--- src/rtl/obv_stat_pkg.sv ---
// rtl/obv_stat_pkg.sv - snapshot word sizing and field positions
package obv_stat_pkg;

    localparam int unsigned BYTE_LSB = 0;

    function automatic int unsigned snap_w(input int unsigned cnt_w);
        return 2 * cnt_w + 1;
    endfunction

    function automatic int unsigned pkt_lsb(input int unsigned cnt_w);
        return cnt_w;
    endfunction

    function automatic int unsigned ovf_bit(input int unsigned cnt_w);
        return 2 * cnt_w;
    endfunction

endpackage

--- src/rtl/obv_stat_snapshot_if.sv ---
// rtl/obv_stat_snapshot_if.sv - event input and snapshot valid/ready port bundle
interface obv_stat_snapshot_if #(
    parameter int CNT_W = 32,
    parameter int INC_W = 16
) ();
    import obv_stat_pkg::*;

    logic                        evt_vld;
    logic [INC_W-1:0]            evt_bytes;
    logic                        flush;
    logic [snap_w(CNT_W)-1:0]    snap_dout;
    logic                        snap_vld;
    logic                        snap_rdy;

    modport master (
        output evt_vld, evt_bytes, flush, snap_rdy,
        input  snap_dout, snap_vld
    );

    modport slave (
        input  evt_vld, evt_bytes, flush, snap_rdy,
        output snap_dout, snap_vld
    );

endinterface

--- src/rtl/obv_sat_acc.sv ---
// rtl/obv_sat_acc.sv - saturating accumulator with load/add select and overflow flag
module obv_sat_acc #(
    parameter int W     = 32,
    parameter int INC_W = 16
) (
    input  logic             clk,
    input  logic             rst_n,
    input  logic             load,
    input  logic [INC_W-1:0] inc,
    output logic [W-1:0]     acc,
    output logic             ovf
);

    logic [W:0] sum;

    // One extra bit catches the carry out that signals saturation.
    assign sum = {1'b0, acc} + (W+1)'(inc);
    assign ovf = !load && sum[W];

    always_ff @(posedge clk or negedge rst_n) begin
        if (!rst_n) begin
            acc <= '0;
        end else if (load) begin
            acc <= W'(inc);
        end else if (sum[W]) begin
            acc <= '1;
        end else begin
            acc <= sum[W-1:0];
        end
    end

endmodule

--- src/rtl/obv_stat_snapshot.sv ---
// rtl/obv_stat_snapshot.sv - windowed packet/byte statistics with held snapshot output
module obv_stat_snapshot
    import obv_stat_pkg::*;
#(
    parameter int CNT_W  = 32,
    parameter int INC_W  = 16,
    parameter int PERIOD = 1024
) (
    input  logic               clk,
    input  logic               rst_n,
    obv_stat_snapshot_if.slave bus
);

    localparam int SW       = int'(snap_w(CNT_W));
    localparam int OVF_BIT  = int'(ovf_bit(CNT_W));
    localparam int PKT_LSB  = int'(pkt_lsb(CNT_W));
    localparam int BYTE_OFS = int'(BYTE_LSB);
    localparam int TW       = $clog2(PERIOD);

    logic [TW-1:0]    timer;
    logic             tick;
    logic             pending;
    logic             ovf_acc;
    logic             free;
    logic             take;
    logic [CNT_W-1:0] pkt_acc;
    logic [CNT_W-1:0] byte_acc;
    logic             pkt_ovf;
    logic             byte_ovf;
    logic [INC_W-1:0] byte_inc;
    logic [SW-1:0]    snap_word;
    logic [SW-1:0]    snap_dout_q;
    logic             snap_vld_q;

    assign tick     = (timer == TW'(PERIOD - 1));
    assign free     = !snap_vld_q || bus.snap_rdy;
    assign take     = (pending || tick || bus.flush) && free;
    assign byte_inc = bus.evt_vld ? bus.evt_bytes : '0;

    always_comb begin
        snap_word                      = '0;
        snap_word[OVF_BIT]             = ovf_acc;
        snap_word[PKT_LSB +: CNT_W]    = pkt_acc;
        snap_word[BYTE_OFS +: CNT_W]   = byte_acc;
    end

    // Events in the take cycle seed the new window through the load path.
    obv_sat_acc #(.W(CNT_W), .INC_W(1)) u_pkt_acc (
        .clk   (clk),
        .rst_n (rst_n),
        .load  (take),
        .inc   (bus.evt_vld),
        .acc   (pkt_acc),
        .ovf   (pkt_ovf)
    );

    obv_sat_acc #(.W(CNT_W), .INC_W(INC_W)) u_byte_acc (
        .clk   (clk),
        .rst_n (rst_n),
        .load  (take),
        .inc   (byte_inc),
        .acc   (byte_acc),
        .ovf   (byte_ovf)
    );

    always_ff @(posedge clk or negedge rst_n) begin
        if (!rst_n) begin
            timer       <= '0;
            pending     <= 1'b0;
            ovf_acc     <= 1'b0;
            snap_dout_q <= '0;
            snap_vld_q  <= 1'b0;
        end else begin
            timer <= tick ? '0 : timer + 1'b1;
            if (take) begin
                snap_dout_q <= snap_word;
                snap_vld_q  <= 1'b1;
                pending     <= 1'b0;
                ovf_acc     <= 1'b0;
            end else begin
                // A window boundary seen while blocked merges into the pending one.
                if (tick || bus.flush) begin
                    pending <= 1'b1;
                end
                if (pkt_ovf || byte_ovf) begin
                    ovf_acc <= 1'b1;
                end
                if (bus.snap_rdy) begin
                    snap_vld_q <= 1'b0;
                end
            end
        end
    end

    assign bus.snap_dout = snap_dout_q;
    assign bus.snap_vld  = snap_vld_q;

endmodule
--- src/flat_wrapper.sv ---
// flat-port wrapper written by rule: the top's interface ports become plain ports
module obv_stat_snapshot_flat import obv_stat_pkg::*;
#(
    parameter int CNT_W  = 32,
    parameter int INC_W  = 16,
    parameter int PERIOD = 1024
)
  (clk, rst_n, bus_evt_vld, bus_evt_bytes, bus_flush, bus_snap_rdy, bus_snap_dout, bus_snap_vld);
  obv_stat_snapshot_if #(.CNT_W(CNT_W), .INC_W(INC_W)) bus_i ();
  input  logic clk;
  input  logic rst_n;
  input wire logic [$bits(bus_i.evt_vld)-1:0] bus_evt_vld;
  input wire logic [$bits(bus_i.evt_bytes)-1:0] bus_evt_bytes;
  input wire logic [$bits(bus_i.flush)-1:0] bus_flush;
  input wire logic [$bits(bus_i.snap_rdy)-1:0] bus_snap_rdy;
  output wire logic [$bits(bus_i.snap_dout)-1:0] bus_snap_dout;
  output wire logic [$bits(bus_i.snap_vld)-1:0] bus_snap_vld;
  assign bus_i.evt_vld = bus_evt_vld;
  assign bus_i.evt_bytes = bus_evt_bytes;
  assign bus_i.flush = bus_flush;
  assign bus_i.snap_rdy = bus_snap_rdy;
  assign bus_snap_dout = bus_i.snap_dout;
  assign bus_snap_vld = bus_i.snap_vld;
  obv_stat_snapshot #(.CNT_W(CNT_W), .INC_W(INC_W), .PERIOD(PERIOD)) u_core (.clk(clk), .rst_n(rst_n), .bus(bus_i));
endmodule
--- config.mk ---
export PLATFORM = sky130hd
export DESIGN_NAME = obv_stat_snapshot_flat
export DESIGN_NICKNAME = d
export VERILOG_FILES = /design/src/rtl/obv_stat_pkg.sv /design/src/rtl/obv_stat_snapshot_if.sv /design/src/rtl/obv_sat_acc.sv /design/src/rtl/obv_stat_snapshot.sv /design/src/flat_wrapper.sv
export SDC_FILE = /design/constraint.sdc
export NUM_CORES = 1
export LEC_CHECK = 0
export BUFFER_PORTS_ARGS = -buffer_cell sky130_fd_sc_hd__buf_4
export CORE_AREA = 2 2 122 154
export DETAILED_ROUTE_END_ITERATION = 8
export DIE_AREA = 0 0 124 156
export PLACE_DENSITY = 0.57
export SLEW_MARGIN = 20
export SYNTH_ARGS = -nofsm -noshare
export SYNTH_HDL_FRONTEND = slang
export SYNTH_HIERARCHICAL = 1
export SYNTH_SLANG_ARGS = --single-unit
--- constraint.sdc ---
create_clock -name clk -period 2.85 [get_ports clk]
set_input_delay 0.1425 -clock clk [delete_from_list [all_inputs] [get_ports clk]]
set_output_delay 0.1425 -clock clk [all_outputs]
set_load 0.005 [all_outputs]
After elaboration in Yosys (flattened, before gate mapping)
Index checks and enable logic that the tools add are counted.
{ "op_classes": {"n_shift": 0, "mul": 0, "n_mux": 12, "order_cmp": 0, "n_bitwise": 0, "div_mod_pow": 0, "add_sub_neg": 3, "reduce_logical": 13, "eq_ne": 1} }
{ "ops": {"columns": ["op", "n"], "rows": [
  ["2-to-1 mux 32 bit", 4],
  ["adder 32 x 1 -> 33 bit", 1],
  ["adder 32 x 16 -> 33 bit", 1],
  ["2-to-1 mux 16 bit", 1],
  ["adder 10 x 1 -> 10 bit, second input constant", 1],
  ["== test 10 bit, second input constant", 1],
  ["2-to-1 mux 10 bit", 1],
  ["2-to-1 mux 1 bit", 6],
  ["nonzero test 2 bit", 3],
  ["logical OR 1 bit", 5],
  ["logical AND 1 bit", 3],
  ["zero test 1 bit", 2]
]} }
{ "word_totals": {"ff_bits": 142, "out_inout_bits": 66, "mem_bits_ro": 0, "latchBits": 0, "input_bits": 21, "mem_bits_rw": 0, "memories": 0, "word_cells": 36} }

Longest topological paths before layout
{ "depth": {"word_depth": 9, "mapped_depth": 13, "ltp_nobuf": 11} }

Modules after synthesis
Netlist, hierarchy kept.
{ "by_module_without_submodules": {"columns": ["module", "seq_area_each_um2", "area_per_inst_um2", "cells_each", "instances"], "rows": [
  ["obv_stat_snapshot", 1951.9, 3109.2, 204, 1],
  ["obv_sat_acc at u_core.u_byte_acc", 800.8, 2682.6, 292, 1],
  ["obv_sat_acc at u_core.u_pkt_acc", 800.8, 1744.2, 165, 1]
]} }

Least setup slack after synthesis
Ideal clock, no wire load.
{ "synth_path": {"kind": "register to register", "startpoint": "register u_core.timer[0]", "endpoint": "register u_core.ovf_acc", "synth_period_minus_slack_ns": 2.341, "setup_ns": 0.121, "slack_ns": 0.509, "required_time_ns": 2.729, "path_buffers": 3, "path_stages_with_launch": 11, "arrival_time_ns": 2.220, "path_cell_list": "dfrtp_1 > ha_1 > and4_4 > nand3_2 > a21boi_4 > buf_4 > buf_1 > clkbuf_1 > nor2_1 > nor3_1 > nor2_1"} }
{ "synth_via": {"elab_chain_cells": 8, "word_cells_on_any_way": 10, "cone_classes": "eq/ne: 1; mux: 1; reduce/logical: 8"} }
{ "synth_rtl": {"columns": ["element", "line_no", "rtl"], "rows": [
  ["from (decl)", "obv_stat_snapshot.sv:20", "logic [TW-1:0] timer;"],
  ["from (signal assigned)", "obv_stat_snapshot.sv:74", "timer <= tick ? '0 : timer + 1'b1;"],
  ["== test 10 bit", "obv_stat_snapshot.sv:35", "assign tick = (timer == TW'(PERIOD - 1));"],
  ["logical OR 1 bit (2 in series)", "obv_stat_snapshot.sv:37", "assign take = (pending || tick || bus.flush) && free;"],
  ["logical AND 1 bit", "obv_stat_snapshot.sv:37", null],
  ["named net u_core.take", "obv_stat_snapshot.sv:25", "logic take;"],
  ["zero test 1 bit", "obv_sat_acc.sv:18", "assign ovf = !load && sum[W];"],
  ["logical AND 1 bit", "obv_sat_acc.sv:18", null],
  ["named net u_core.pkt_ovf", "obv_stat_snapshot.sv:28", "logic pkt_ovf;"],
  ["logical OR 1 bit", "obv_stat_snapshot.sv:85", "if (pkt_ovf || byte_ovf) begin"],
  ["nonzero test 2 bit (no line)", null, null],
  ["to (signal assigned)", "obv_stat_snapshot.sv:70", "ovf_acc <= 1'b0;"],
  ["to (signal assigned)", "obv_stat_snapshot.sv:79", "ovf_acc <= 1'b0;"],
  ["to (signal assigned)", "obv_stat_snapshot.sv:86", "ovf_acc <= 1'b1;"],
  ["to (decl)", "obv_stat_snapshot.sv:23", "logic ovf_acc;"]
]} }
The timed path passes the listed nets, and every way through them passes these cells.
A chain may end at the register's enable or synchronous reset.

Worst setup path after layout
{ "layout_path": {"startpoint": "register u_core.u_byte_acc.acc[0]", "endpoint": "register u_core.u_byte_acc.acc[9]"} }
{ "layout_via": {"elab_chain_cells": 3} }
{ "layout_rtl": {"columns": ["element", "line_no", "rtl"], "rows": [
  ["from (decl)", "obv_sat_acc.sv:10", "output logic [W-1:0] acc,"],
  ["from (signal assigned)", "obv_sat_acc.sv:24", "acc <= W'(inc);"],
  ["from (signal assigned)", "obv_sat_acc.sv:28", "acc <= sum[W-1:0];"],
  ["adder 32 x 16 -> 33 bit", "obv_sat_acc.sv:17", "assign sum = {1'b0, acc} + (W+1)'(inc);"],
  ["2-to-1 mux 32 bit", "obv_sat_acc.sv:25", "end else if (sum[W]) begin"],
  ["2-to-1 mux 32 bit", "obv_sat_acc.sv:23", "end else if (load) begin"]
]} }
No other way between the ends.

==> flow_summary.json <==
{
  "cts_buffers": 17,
  "path_buf_inv": 1,
  "n_antenna_cell": 0,
  "drtIter0Drc": 288,
  "synth_common_cells": "dfrtp_1 (142), nand2_1 (43), mux2_2 (35)",
  "grt_max_degree": 65,
  "ys_seq_elements": 142,
  "yosysUniqueCellTypes": 85,
  "place_congestion": 0.913,
  "crit_path_top_delay_cell": "fa_1",
  "power.density_cell_area_nw_per_um2": 742,
  "clk_latency_ns": 0.43,
  "synth_top_area_cell": "dfrtp_1",
  "synth_xor_area_frac": 0.0465,
  "finalCritPeriodShare": 0.822,
  "core_um2": 17900,
  "htree_levels": 4,
  "synth_top_area_share": 0.472,
  "initial_utilization": 0.421,
  "hp-class": "in2reg",
  "die_area_um2": 19300,
  "synth_nets": 702,
  "cts_tree": "built",
  "remaining_drc_errors": 0,
  "drive_gt1_frac": 0.298,
  "endpoint_kind": "flop",
  "worst_slew_pin_slew_ns": 0.579,
  "crit_arrival_ns": 2.64,
  "synth-compound-area-share": 0.163,
  "rows": 55,
  "clockBufferDepth": 2,
  "synthMuxAreaShare": 0.0998,
  "clock_tree.root_cell": "clkbuf_16",
  "grt_overflow": 0,
  "antenna_found_initial": 0,
  "crit_fanout": 12,
  "start_kind": "flop",
  "crit_path_frequent_cell": "nand2_4",
  "synthesis.area_um2": 7540,
  "rsz0062_at_grt": "no",
  "synth-adder-area-share": 0.0342,
  "worstHoldStart": "bus_snap_rdy",
  "postRouteAntennaNets": 0,
  "synthTopCellsByArea": "dfrtp_1 (47%), mux2_2 (5.2%), mux2_1 (4.5%), ha_1 (3.2%), a21oi_2 (2.7%)",
  "yosysMostFrequentCell": "dfrtp_1",
  "via_count": 5536,
  "setup_viol": 0,
  "fillCellCount": 1660,
  "die_y_um": 156,
  "ys_seq_area_frac": 0.472,
  "totalWireLength_mm": 17.5,
  "placed_cell_area_um2": 8390,
  "synth-edff-count": 0,
  "pin_count": 87,
  "cp_cell_sequence": "ha_1 > fa_1 > nand3_2 > a211oi_4 > o2111ai_4 > nand2_4 > nand2_4 > buf_4 > a31oi_1",
  "yosys_warnings": 6,
  "criticalPathCategory": "reg2reg",
  "whs_ns": 0.0298,
  "slew_headroom": 0.610,
  "peakVddDrop_uv": 379,
  "cp.required_ns": 3.15,
  "dr.pass1.iters": 5,
  "final_cells": 991,
  "nets": 791,
  "cts_sinks": 142,
  "cap_violations": 0,
  "portBuffers": 86,
  "clock_skew_ns": 0.0105,
  "hold_viol": 0,
  "grt_pass1_vias": 5697,
  "synthToLayoutAreaGrowth_pct": 20.1,
  "clkTransAtPathRegs_ns": 0.06,
  "gr-usage-all-layers": 0.193,
  "status": "finished, final reports clean",
  "hpwl_mm": 12.5,
  "vias_per_cell": 5.59,
  "grt_pass1_wl_mm": 29.2,
  "fmax_ghz": 0.427,
  "drv_slew": 0,
  "yosys.area_share.simple": 0.154,
  "syn_area_per_cell_um2": 11.4,
  "final_area_um2": 9050,
  "cts_resized": 0,
  "cp-startpoint": "u_core/u_byte_acc/acc[0]",
  "cp_top_family": "adder cells",
  "die_w_um": 124,
  "wl_per_cell_um": 17.7,
  "synthCells": 661,
  "tns_ns": 0,
  "synth_top_family_by_area": "compound AO/OA/AOI/OAI gates",
  "async_flop_share": 1.00,
  "leakagePower_uw": 0.00418,
  "period_needed_ns": 2.34,
  "worst_path_largest_cell_delay_ns": 0.42,
  "synthFlopType": "dfrtp_1",
  "dp_cells": 957,
  "r2r-start": "u_core/u_byte_acc/acc[0]"
}
==> registers in the layout, summed over array words and instances (netlist names) <==
signal / flops
u_core/u_byte_acc/acc: 32
u_core/bus.snap_dout: 65
u_core/bus.snap_vld: 1
u_core/u_pkt_acc/acc: 32
u_core/pending: 1
u_core/ovf_acc: 1
u_core/timer: 10
==> through the flow <==
stage               power [µW]   util  setup WS (ns)
floorplan                 3770      -          0.509
global placement          4320  0.469          0.362
detailed placement        4350  0.469          0.349
CTS                       6800  0.506          0.493
global route              7100  0.506          0.299
finish                    6720  0.506          0.507
==> routing by layer <==
metal  wire length, µm  GRT usage  part of all wire  up-vias
met3               701     0.0428             0.040       22
met2              9050      0.330              0.52      134
li1                  -          -                 -     2609
met5                 0          0                 0        -
met1              7470      0.241              0.43     2771
met4               297     0.0642             0.017        0
==> worst register-to-register path, delay by kind of cell (launching register included) <==
family,cells,cell delay [ns]
fa+ha+maj,2,0.64
simple gates,3,0.49
compound gates,3,0.49
flops,1,0.38
buf+inv,1,0.22
==> final timing paths <==
kind | to | slack (ns) | cells after the start
max in group asynchronous | u_core/bus.snap_dout[31] | 1.89 | 3
setup reg to reg | u_core/u_byte_acc/acc[9] | 0.51 | 9
hold reg to reg | u_core/timer[8] | 0.47 | 1
min in group asynchronous | u_core/bus.snap_dout[18] | 0.23 | 2
setup / recovery | u_core/u_byte_acc/acc[9] | 0.51 | 9
hold / removal | u_core/pending | 0.03 | 3
==> power breakdown <==
group / internal, µW / switching, µW / total [µW]
clock: 1560 / 852 / 2410
combinational: 813 / 1020 / 1830
sequential: 2290 / 192 / 2480
total: 4660 / 2060 / 6720
==> logic make-up after synthesis <==
group	after synthesis
buffers and inverters	36
AOI/OAI and AO/OA	154
DFF	142
and+or+nand+nor	202
adders and majority gates	20
muxes	67
xor gates and xnor gates	40
==> what timing repair did <==
action                                 CTS  global route
endpoints found under the hold margin   50             0
setup buffers                            0             0
hold buffers                             2             0
==> placed cells by master (no fill, tap or decap), types with 17 or more instances in the layout <==
| cell | n |
|---|---|
| xor2_1 | 17 |
| buf_4 | 96 |
| nor2_1 | 34 |
| ha_1 | 19 |
| mux2_1 | 30 |
| dfrtp_1 | 142 |
| a21oi_1 | 34 |
| a21oi_2 | 23 |
| a31oi_1 | 17 |
| xnor2_1 | 23 |
| mux2_2 | 35 |
| clkbuf_16 | 17 |
| nand2_1 | 43 |
| and2_1 | 23 |
==> area by class of cell <==
cell class | instances | area, µm² | share of cell area
Clock inverter | 9 | 155 | 0.0171
Clock buffer | 23 | 488 | 0.0539
Timing Repair Buffer | 102 | 812 | 0.0897
Sequential cell | 142 | 3550 | 0.392
Inverter | 4 | 15.0 | 0.00166
Multi-Input combinational cell | 483 | 3740 | 0.414
Tap cell | 228 | 285 | 0.0315
Power figures use the tool's default switching activity.
